===== config.mk =====
export PLATFORM = sky130hd
export DESIGN_NAME = diff_tx_flat
export DESIGN_NICKNAME = d
export VERILOG_FILES = /design/src/rtl/diff_tx_if.sv /design/src/rtl/diff_tx.sv /design/src/flat_wrapper.sv
export SDC_FILE = /design/constraint.sdc
export NUM_CORES = 1
export LEC_CHECK = 0
export CAP_MARGIN = 20
export CORE_ASPECT_RATIO = 1.5
export CORE_MARGIN = 10
export CORE_UTILIZATION = 45
export DETAILED_ROUTE_END_ITERATION = 6
export GPL_TIMING_DRIVEN = 0
export PLACE_DENSITY = 0.76
export SLEW_MARGIN = 20
export SYNTH_ARGS = -nofsm -noshare
export SYNTH_HDL_FRONTEND = slang
export SYNTH_SLANG_ARGS = --single-unit

===== constraint.sdc =====
create_clock -name clk_in -period 3.13 [get_ports clk_in]
set_input_delay 0.626 -clock clk_in [delete_from_list [all_inputs] [get_ports clk_in]]
set_output_delay 0.626 -clock clk_in [all_outputs]
set_load 0.01 [all_outputs]

===== src/rtl/diff_tx_if.sv =====
// Bus between the code source and the diff_tx pulse-width transmitter.
// The master drives the code and trigger; the slave (diff_tx) drives the line and busy flag.
interface diff_tx_if;
    logic [25:0] code_in;
    logic        trigger_in;
    logic        data_out;
    logic        busy_out;

    modport master (output code_in, output trigger_in, input data_out, input busy_out);
    modport slave  (input code_in, input trigger_in, output data_out, output busy_out);
endinterface


===== src/rtl/diff_tx.sv =====
// Pulse-width transmitter: sync low/high, 26 MSB-first width-coded bits, low trailer.
// Define DIFF_TX_GAP_EN to add a DATA_PERIOD idle-high gap (busy held) after each frame.
module diff_tx #(
    parameter int DATA_PERIOD               = 20,
    parameter int HALF_DATA_PERIOD          = 10,
    parameter int QUARTER_DATA_PERIOD       = 5,
    parameter int THREE_QUARTER_DATA_PERIOD = 15
) (
    input  logic     clk_in,
    input  logic     rst_in,
    diff_tx_if.slave bus
);
    localparam int CW = $clog2(DATA_PERIOD + 1);

    localparam logic [CW-1:0] DP_C   = CW'(DATA_PERIOD);
    localparam logic [CW-1:0] HALF_C = CW'(HALF_DATA_PERIOD);
    localparam logic [CW-1:0] QTR_C  = CW'(QUARTER_DATA_PERIOD);
    localparam logic [CW-1:0] TQTR_C = CW'(THREE_QUARTER_DATA_PERIOD);
    localparam logic [CW-1:0] ONE_C  = CW'(1);

    localparam logic [2:0] S_IDLE   = 3'd0;
    localparam logic [2:0] S_SYNC_L = 3'd1;
    localparam logic [2:0] S_SYNC_H = 3'd2;
    localparam logic [2:0] S_BIT_L  = 3'd3;
    localparam logic [2:0] S_BIT_H  = 3'd4;
    localparam logic [2:0] S_END_L  = 3'd5;
    localparam logic [2:0] S_GAP    = 3'd6;

    logic [2:0]    state_q, state_d;
    logic [4:0]    idx_q,   idx_d;
    logic [CW-1:0] cnt_q,   cnt_d;
    logic [25:0]   code_q,  code_d;
    logic          data_q,  data_d;
    logic          busy_q,  busy_d;

    logic [CW-1:0] bit_lo;
    logic [CW-1:0] phase_len;
    logic          phase_done;

    // Low phase width of the bit in flight; the high phase is its complement.
    assign bit_lo = code_q[idx_q] ? TQTR_C : QTR_C;

    always_comb begin
        phase_len = HALF_C;
        case (state_q)
            S_BIT_L: phase_len = bit_lo;
            S_BIT_H: phase_len = DP_C - bit_lo;
            S_GAP:   phase_len = DP_C;
            default: phase_len = HALF_C;
        endcase
    end

    assign phase_done = (cnt_q == phase_len);

    always_comb begin
        state_d = state_q;
        idx_d   = idx_q;
        cnt_d   = cnt_q;
        code_d  = code_q;
        data_d  = data_q;
        busy_d  = busy_q;

        if (state_q != S_IDLE) begin
            cnt_d = phase_done ? ONE_C : cnt_q + ONE_C;
        end

        case (state_q)
            S_IDLE: begin
                data_d = 1'b1;
                if (bus.trigger_in) begin
                    code_d  = bus.code_in;
                    idx_d   = 5'd25;
                    cnt_d   = ONE_C;
                    data_d  = 1'b0;
                    busy_d  = 1'b1;
                    state_d = S_SYNC_L;
                end
            end
            S_SYNC_L: if (phase_done) begin
                data_d  = 1'b1;
                state_d = S_SYNC_H;
            end
            S_SYNC_H: if (phase_done) begin
                data_d  = 1'b0;
                state_d = S_BIT_L;
            end
            S_BIT_L: if (phase_done) begin
                data_d  = 1'b1;
                state_d = S_BIT_H;
            end
            S_BIT_H: if (phase_done) begin
                data_d = 1'b0;
                if (idx_q == 5'd0) begin
                    state_d = S_END_L;
                end else begin
                    idx_d   = idx_q - 5'd1;
                    state_d = S_BIT_L;
                end
            end
            S_END_L: if (phase_done) begin
                data_d = 1'b1;
`ifdef DIFF_TX_GAP_EN
                state_d = S_GAP;
`else
                cnt_d   = '0;
                busy_d  = 1'b0;
                state_d = S_IDLE;
`endif
            end
            S_GAP: if (phase_done) begin
                cnt_d   = '0;
                busy_d  = 1'b0;
                state_d = S_IDLE;
            end
            default: begin
                cnt_d   = '0;
                data_d  = 1'b1;
                busy_d  = 1'b0;
                state_d = S_IDLE;
            end
        endcase
    end

    always_ff @(posedge clk_in or posedge rst_in) begin
        if (rst_in) begin
            state_q <= S_IDLE;
            idx_q   <= 5'd25;
            cnt_q   <= '0;
            code_q  <= '0;
            data_q  <= 1'b1;
            busy_q  <= 1'b0;
        end else begin
            state_q <= state_d;
            idx_q   <= idx_d;
            cnt_q   <= cnt_d;
            code_q  <= code_d;
            data_q  <= data_d;
            busy_q  <= busy_d;
        end
    end

    assign bus.data_out = data_q;
    assign bus.busy_out = busy_q;
endmodule


===== src/flat_wrapper.sv =====
// flat-port wrapper written by rule: the top's interface ports become plain ports
module diff_tx_flat 
#(
    parameter int DATA_PERIOD               = 20,
    parameter int HALF_DATA_PERIOD          = 10,
    parameter int QUARTER_DATA_PERIOD       = 5,
    parameter int THREE_QUARTER_DATA_PERIOD = 15
)
  (clk_in, rst_in, bus_code_in, bus_trigger_in, bus_data_out, bus_busy_out);
  diff_tx_if bus_i ();
  input  logic clk_in;
  input  logic rst_in;
  input wire logic [$bits(bus_i.code_in)-1:0] bus_code_in;
  input wire logic [$bits(bus_i.trigger_in)-1:0] bus_trigger_in;
  output wire logic [$bits(bus_i.data_out)-1:0] bus_data_out;
  output wire logic [$bits(bus_i.busy_out)-1:0] bus_busy_out;
  assign bus_i.code_in = bus_code_in;
  assign bus_i.trigger_in = bus_trigger_in;
  assign bus_data_out = bus_i.data_out;
  assign bus_busy_out = bus_i.busy_out;
  diff_tx #(.DATA_PERIOD(DATA_PERIOD), .HALF_DATA_PERIOD(HALF_DATA_PERIOD), .QUARTER_DATA_PERIOD(QUARTER_DATA_PERIOD), .THREE_QUARTER_DATA_PERIOD(THREE_QUARTER_DATA_PERIOD)) u_core (.clk_in(clk_in), .rst_in(rst_in), .bus(bus_i));
endmodule

==> impl_metrics.py <==
metrics = {
    "sta": {
        "period_needed_ps": 2537,
        "rsz0062_at_grt": "no",
        "slew_violations": 0,
        "setup_viol": 0,
        "fmax_ghz": 0.3941,
        "skew_ps": 8.287,
        "slew_headroom_pct": 52.72,
        "tightest_slew_ps": 706.5,
        "tns_ps": 0,
        "post-route-period-util_pct": 81.06,
        "hold_viol": 0,
    },
    "setup_path": {
        "critPathBufInv": 1,
        "crit_slowest_cell": "dfstp_2",
        "arrival_ps": 2710,
        "cp_top_family": "compound AO/OA/AOI/OAI gates",
        "crit_type": "reg -> reg",
        "crit_chain": "mux4_1 > nand3_1 > o211a_1 > o221a_2 > nor2_2 > buf_6 > o211ai_1 > nor2_1",
        "worst_setup_path_end_kind": "flop",
        "cp_max_fo": 10,
        "cp-start-kind": "flop",
        "max_stage_delay_ps": 620,
        "rr_worst_depth": 8,
        "r2r_setup_slack_ps": 590,
        "r2r_end": "u_core.cnt_q[3]$_DFF_PP0_",
        "required_ps": 3300,
        "r2r_start": "u_core.idx_q[0]$_DFFE_PP1P_",
    },
    "floorplan": {
        "die_w_um": 77.89,
        "io_pins": 31,
        "die_h_um": 106.8,
        "dieArea_um2": 8321,
        "coreArea_um2": 4848,
        "rows": 31,
        "start_util_pct": 46.66,
    },
    "place": {
        "portBuffers": 30,
        "place_hpwl_um": 3976,
        "place_congestion": 0.9161,
    },
    "final_layout": {
        "finalNetCount": 332,
        "utilization_pct": 56.83,
        "antennaDiodeCount": 0,
        "layout_commonest_cell": "nand2_1",
        "area_growth_pct": 21.79,
        "final_cell_mix": "89 x nand2_1, 37 x dfrtp_1, 30 x clkdlybuf4s50_1, 17 x nor2_1, 14 x clkbuf_1",
        "n_fill_cell": 451,
        "post_route_cells_drive_above_1_share_pct": 9.272,
    },
    "clocking": {
        "clk_path_buf_depth": 2,
        "worstSkewPairLatency_ps": 290,
        "cts-buffers-inserted": 5,
        "htreeDepth": 2,
        "root_buffer": "clkbuf_8",
        "cts_resized": 0,
        "clock-sinks": 41,
        "ctsHoldBuffers": 0,
        "clk_pin_slew_ps": 80,
        "post_cts_buffers": 0,
        "cts_tree": "yes",
    },
    "synth": {
        "yosysWarnings": 0,
        "synth-main-ff-cell": "dfrtp_1",
        "avgSynthCellArea_um2": 8.601,
        "netlist_instances": 263,
        "ys_ff_latch": 41,
        "netlist_area_um2": 2262,
        "synth.net_count": 294,
        "synth_edf_count": 0,
        "seq_area_frac_synth_pct": 45.58,
        "postSynth.asyncResetShare_pct": 100.0,
        "yosysUniqueCellTypes": 49,
    },
    "run": {
        "drv_cap": 0,
    },
    "outcome": {
        "outcome": "finished, final reports clean",
    },
    "power": {
        "ir_worst_vdd_v": 0.0004526,
        "cellPowerDensity_nw_per_um2": 823.1,
        "total_leakage_power_nw": 1.293,
    },
    "global_routing": {
        "grt_pass1_wl_um": 9073,
        "grt_pass1_vias": 2087,
        "overflow": 0,
        "grtUsageTotal_pct": 13.21,
        "antenna_found_initial": 0,
        "grt_max_degree": 27,
    },
    "worst_hold_path": {
        "hold_end": "u_core.code_q[18]$_DFFE_PP0P_",
        "min_from": "u_core.code_q[18]$_DFFE_PP0P_",
        "holdPathStages": 2,
        "hp-class": "reg -> reg",
    },
    "routing": {
        "finalWirelength_um": 5329,
        "viasPerCell": 5.429,
        "drtAntennaViolNets": 0,
        "drc_errors": 0,
        "num_vias": 1998,
        "drtIter0Drc": 126,
        "wire_per_inst_um": 14.48,
        "first_pass_iters": 4,
    },
}
[area by class of cell]
type	count	area (µm²)	area share [%]
multi-input cells	196	1111	40.33
flip-flops and latches	41	1031	37.42
inverters	8	30.03	1.090
clock buffers	8	90.09	3.270
well taps	66	82.58	2.997
repair buffers	31	320.3	11.63
plain buffers	18	90.09	3.270
[Yosys cell counts (2+ instances only)]
cell type  instances  area [µm²]
nand2_1           89       334.1
dfrtp_1           37       925.9
nor2_1            17       63.81
clkbuf_1          12       45.04
inv_1              8       30.03
nor3_1             7       35.03
a21oi_1            6       30.03
o211ai_1           6       45.04
nand4_1            5       31.28
o21ai_0            5       25.02
dfstp_2            4       105.1
mux2_2             4       45.04
nand3_1            4       20.02
nand3b_1           4       30.03
o211a_1            4       40.04
buf_2              3       15.01
mux2i_1            3       30.03
xor2_1             3       26.28
a2bb2oi_1          2       17.52
a31oi_1            2       12.51
and3_1             2       12.51
buf_6              2       22.52
ha_1               2       25.02
mux4_2             2       45.04
nand2b_1           2       12.51
nor2b_1            2       12.51
nor4_1             2       12.51
o22ai_1            2       12.51
o41ai_1            2       17.52
[per-layer routing]
layer | vias up | wire length, µm | track usage, %
met3 | 10 | 220 | 2.508
met5 | - | 0 | 0
li1 | 987 | - | -
met2 | 59 | 2810 | 24.61
met4 | 0 | 131 | 7.069
met1 | 942 | 2167 | 13.45
[stage by stage]
| step | setup WS (ps) | cell area, µm² | power (mW) | std cells | hold slack, ps |
|---|---|---|---|---|---|
| floorplan | 830.7 | 2262 | 1.634 | 263 | 437.3 |
| global placement | 518.8 | 2645 | 1.881 | 359 | 452.4 |
| detailed placement | 499.7 | 2665 | 1.912 | 360 | 458.3 |
| CTS | 586.6 | 2755 | 2.277 | 368 | 476.3 |
| global route | 476.7 | 2755 | 2.459 | 368 | 509.9 |
| finish | 592.7 | 2755 | 2.268 | 368 | 471.7 |
[logic make-up after synthesis]
| logic type | synth area share (%) |
|---|---|
| and+or+nand+nor | 26.77 |
| DFF | 45.58 |
| AOI/OAI and AO/OA | 13.16 |
| buffers and inverters | 5.310 |
| muxes | 6.471 |
| xor gates and xnor gates | 1.162 |
| adders and majority gates | 1.549 |
[worst max path at each step]
stage	start	endpoint	slack (ps)	cells past startpoint
2_1_floorplan	u_core.idx_q[0]$_DFFE_PP1P_	u_core.state_q[1]$_DFFE_PP0P_	830	7
3_3_place_gp	bus_trigger_in	u_core.code_q[22]$_DFFE_PP0P_	520	6
3_5_place_dp	bus_trigger_in	u_core.code_q[22]$_DFFE_PP0P_	500	6
4_1_cts	u_core.idx_q[0]$_DFFE_PP1P_	u_core.cnt_q[3]$_DFF_PP0_	590	8
5_1_grt	u_core.idx_q[0]$_DFFE_PP1P_	u_core.cnt_q[3]$_DFF_PP0_	480	8
6_report	u_core.idx_q[0]$_DFFE_PP1P_	u_core.cnt_q[3]$_DFF_PP0_	590	8
[state kept, by name, summed over array words and instances, names as in the netlist]
name	flops
u_core.bus.busy_out	1
u_core.bus.data_out	1
u_core.cnt_q	5
u_core.code_q	26
u_core.idx_q	5
u_core.state_q	3
[worst reg2reg max path: stages, from the launching register on]
cell and delay, ps:
dfstp_2 620, mux4_1 610, nand3_1 120, o211a_1 200, o221a_2 240, nor2_2 70, buf_6 140, o211ai_1 330
nor2_1 100
[where the power goes]
group / switching (mW) / total (mW) / internal, mW
logic: 0.531 / 0.978 / 0.447
clock network: 0.182 / 0.362 / 0.180
registers: 0.150 / 0.928 / 0.778
total: 0.862 / 2.27 / 1.41
(Power assumes the default switching activity.)
==> patch (same settings) <==
`DATA_PERIOD` is set to 20 in 2 places; all go to 10.
--- a/src/rtl/diff_tx.sv
+++ b/src/rtl/diff_tx.sv
@@ -3,3 +3,3 @@
 module diff_tx #(
-    parameter int DATA_PERIOD               = 20,
+    parameter int DATA_PERIOD               = 10,
     parameter int HALF_DATA_PERIOD          = 10,
--- a/src/flat_wrapper.sv
+++ b/src/flat_wrapper.sv
@@ -3,3 +3,3 @@
 #(
-    parameter int DATA_PERIOD               = 20,
+    parameter int DATA_PERIOD               = 10,
     parameter int HALF_DATA_PERIOD          = 10,
Behaviour: same outputs for any inputs over 10 cycles, from zero or initial values and one cycle with rst_in high; that may be too few to reach the edited logic, so the function may still have changed.
==> patch against the original RTL <==
Synthesized area decreased by 3.9%; utilization increased by 2.7 points; hold slack improved by 2.4 ps; critical path type unchanged; routed wire length decreased by 4.3%; worst setup slack got worse by 440 ps; fmax decreased by 15%; via count decreased by 5.7%; sequential cell count decreased by 1; power increased by 2.2%; design area decreased by 0.27%; combinational power increased by 9%; highest routed layer unchanged; die area decreased by 3.0%.
==> patch: results (changes against the original RTL) <==
quantity of I/O buffers inserted on ports=30 (unchanged); commonest cells in the netlist=nand2_1, dfrtp_1, nor2_1; CTS Buf Count=5 (unchanged); gr usage total=12.8% (-0.44 points); CP max stage delay=550 ps (-70 ps); yosys warns=0 (unchanged); Clock Root Buffer=clkbuf_8; CP max stage cell=dfstp_2; initial antenna violation count=0 (unchanged); 1st-pass router iterations=4 (unchanged); largest net degree at the start of global routing=24 (-11%); Routed WL=5.10 mm (-4.3%); Cell variety after synth=45 (-8.2%); asr flop ratio synth=100% (unchanged); Worst-Skew Late Latency=300 ps; Crit. Startpoint=u_core.idx_q[0]; Area contributors post-synth=dfrtp_1, nand2_1, mux4_2; Layout Skew=10.3 ps (+2.00 ps); DRT iter0 DRCs=124 (-1.6%); H-tree levels=2 (unchanged); end point of the critical path=u_core.bus.data_out; Synth Flop Type=dfrtp_1; status=finished, final reports clean; r2r setup slk=150 ps (-440 ps); register area share after synthesis=46.3% (+0.68 points); final layout net count=317 (-4.5%); vias in the first global route=1901 (-8.9%); slew margin rel.=67.3% (+15 points); Worst R2R Path Depth=9 (+1); leading registers by flop count=u_core.code_q (26), u_core.idx_q (5), u_core.cnt_q (4); Layout fillers=402 (-11%); Lkg Pwr=0.00126 µW (-2.8%); Peak VDD IR=0.462 mV (+2.0%); Final Hold Vio Count=0 (unchanged); via count=1885 (-5.7%); Synthesized Nets=274 (-6.8%); CP arrival=3210 ps (+500 ps); first-pass GRT wire length=8.60 mm (-5.2%); diodes inserted=0 (unchanged); crit path max fanout=10 (unchanged); gpl congestion=0.859 (-6.3%); HP Class=flop to flop; Worst-path clk slew=80 ps (about the same); Post-DP HPWL=3.71 mm (-6.6%); layout cells sized above 1=13.6% (+4.3 points); maximum clock path buffer count=2 (unchanged)
[patch: cell count changes after synthesis, sizes merged, moves of 4 or more]
| cell | change |
|---|---|
| nor3 | -5 |
| o211ai | -5 |
| o21ai | +5 |
| nand3b | -4 |
| nor2 | -4 |
[patch: stage by stage]
step	instance area [µm²]	utilization [%]	instances	worst slack, ps	power, µW
global placement	2550	55.3	337	72.4	1830
finish	2750	59.5	351	152	2320
global route	2750	59.5	351	35.3	2500
floorplan	2170	-	243	333	1610
CTS	2680	57.9	346	46.0	2230
detailed placement	2580	55.9	338	55.5	1870
[patch: layout make-up]
cell class              count  area (µm²)  share of cell area [%]
clock buffers               6        82.6                    3.01
multi-input cells         183        1110                    40.5
well taps                  64        80.1                    2.91
flip-flops and latches     40        1010                    36.6
repair buffers             36         365                    13.3
inverters                   6        22.5                   0.820
clock inverters             2        10.0                   0.364
plain buffers              14        68.8                    2.50
[patch: timing repair]
action / in CTS / in global routing
setup endpoints to repair: 0 / 10
resized for setup: 0 / 9
buffers inserted: 0 / 5
[patch: layer usage]
| metal | up-vias | global-route usage (%) | part of all wire, % |
|---|---|---|---|
| li1 | 923 | - | - |
| met1 | 905 | 14.1 | 41 |
| met2 | 48 | 22.1 | 53 |
| met3 | 9 | 2.74 | 3.5 |
| met4 | 0 | 6.80 | 2.3 |
| met5 | - | 0 | 0 |
[patch: logic make-up after synthesis]
group | count (synthesis) | synth area share [%]
compound gates | 44 | 15.0
xor+xnor | 2 | 0.806
fa+ha+maj | 2 | 1.15
buf+inv | 20 | 4.08
flops | 40 | 46.3
mux | 12 | 9.26
simple gates | 123 | 23.4
[patch: worst min-delay path by stage]
stage,start,endpoint,slack (ps),cells past startpoint
global placement,u_core.code_q[23],u_core.code_q[23],450,2
CTS,u_core.code_q[20],u_core.code_q[20],480,2
finish,u_core.code_q[20],u_core.code_q[20],470,2
floorplan,u_core.code_q[21],u_core.code_q[21],440,2
global route,u_core.code_q[25],u_core.code_q[25],500,2
detailed placement,u_core.code_q[20],u_core.code_q[20],460,2
[patch: worst max-delay path: cells and delay by family, from the launching register on]
kind / cells / cell delay (ps)
AO/OA/AOI/OAI: 4 / 990
buffers and inverters: 1 / 160
flip-flops: 1 / 550
multiplexers: 2 / 870
AND/OR/NAND/NOR: 2 / 330
[patch: report_power, final]
| part | internal [µW] | switching [µW] | total (µW) |
|---|---|---|---|
| combinational | 505 | 566 | 1070 |
| clock | 176 | 184 | 360 |
| sequential | 741 | 147 | 888 |
| total | 1420 | 897 | 2320 |
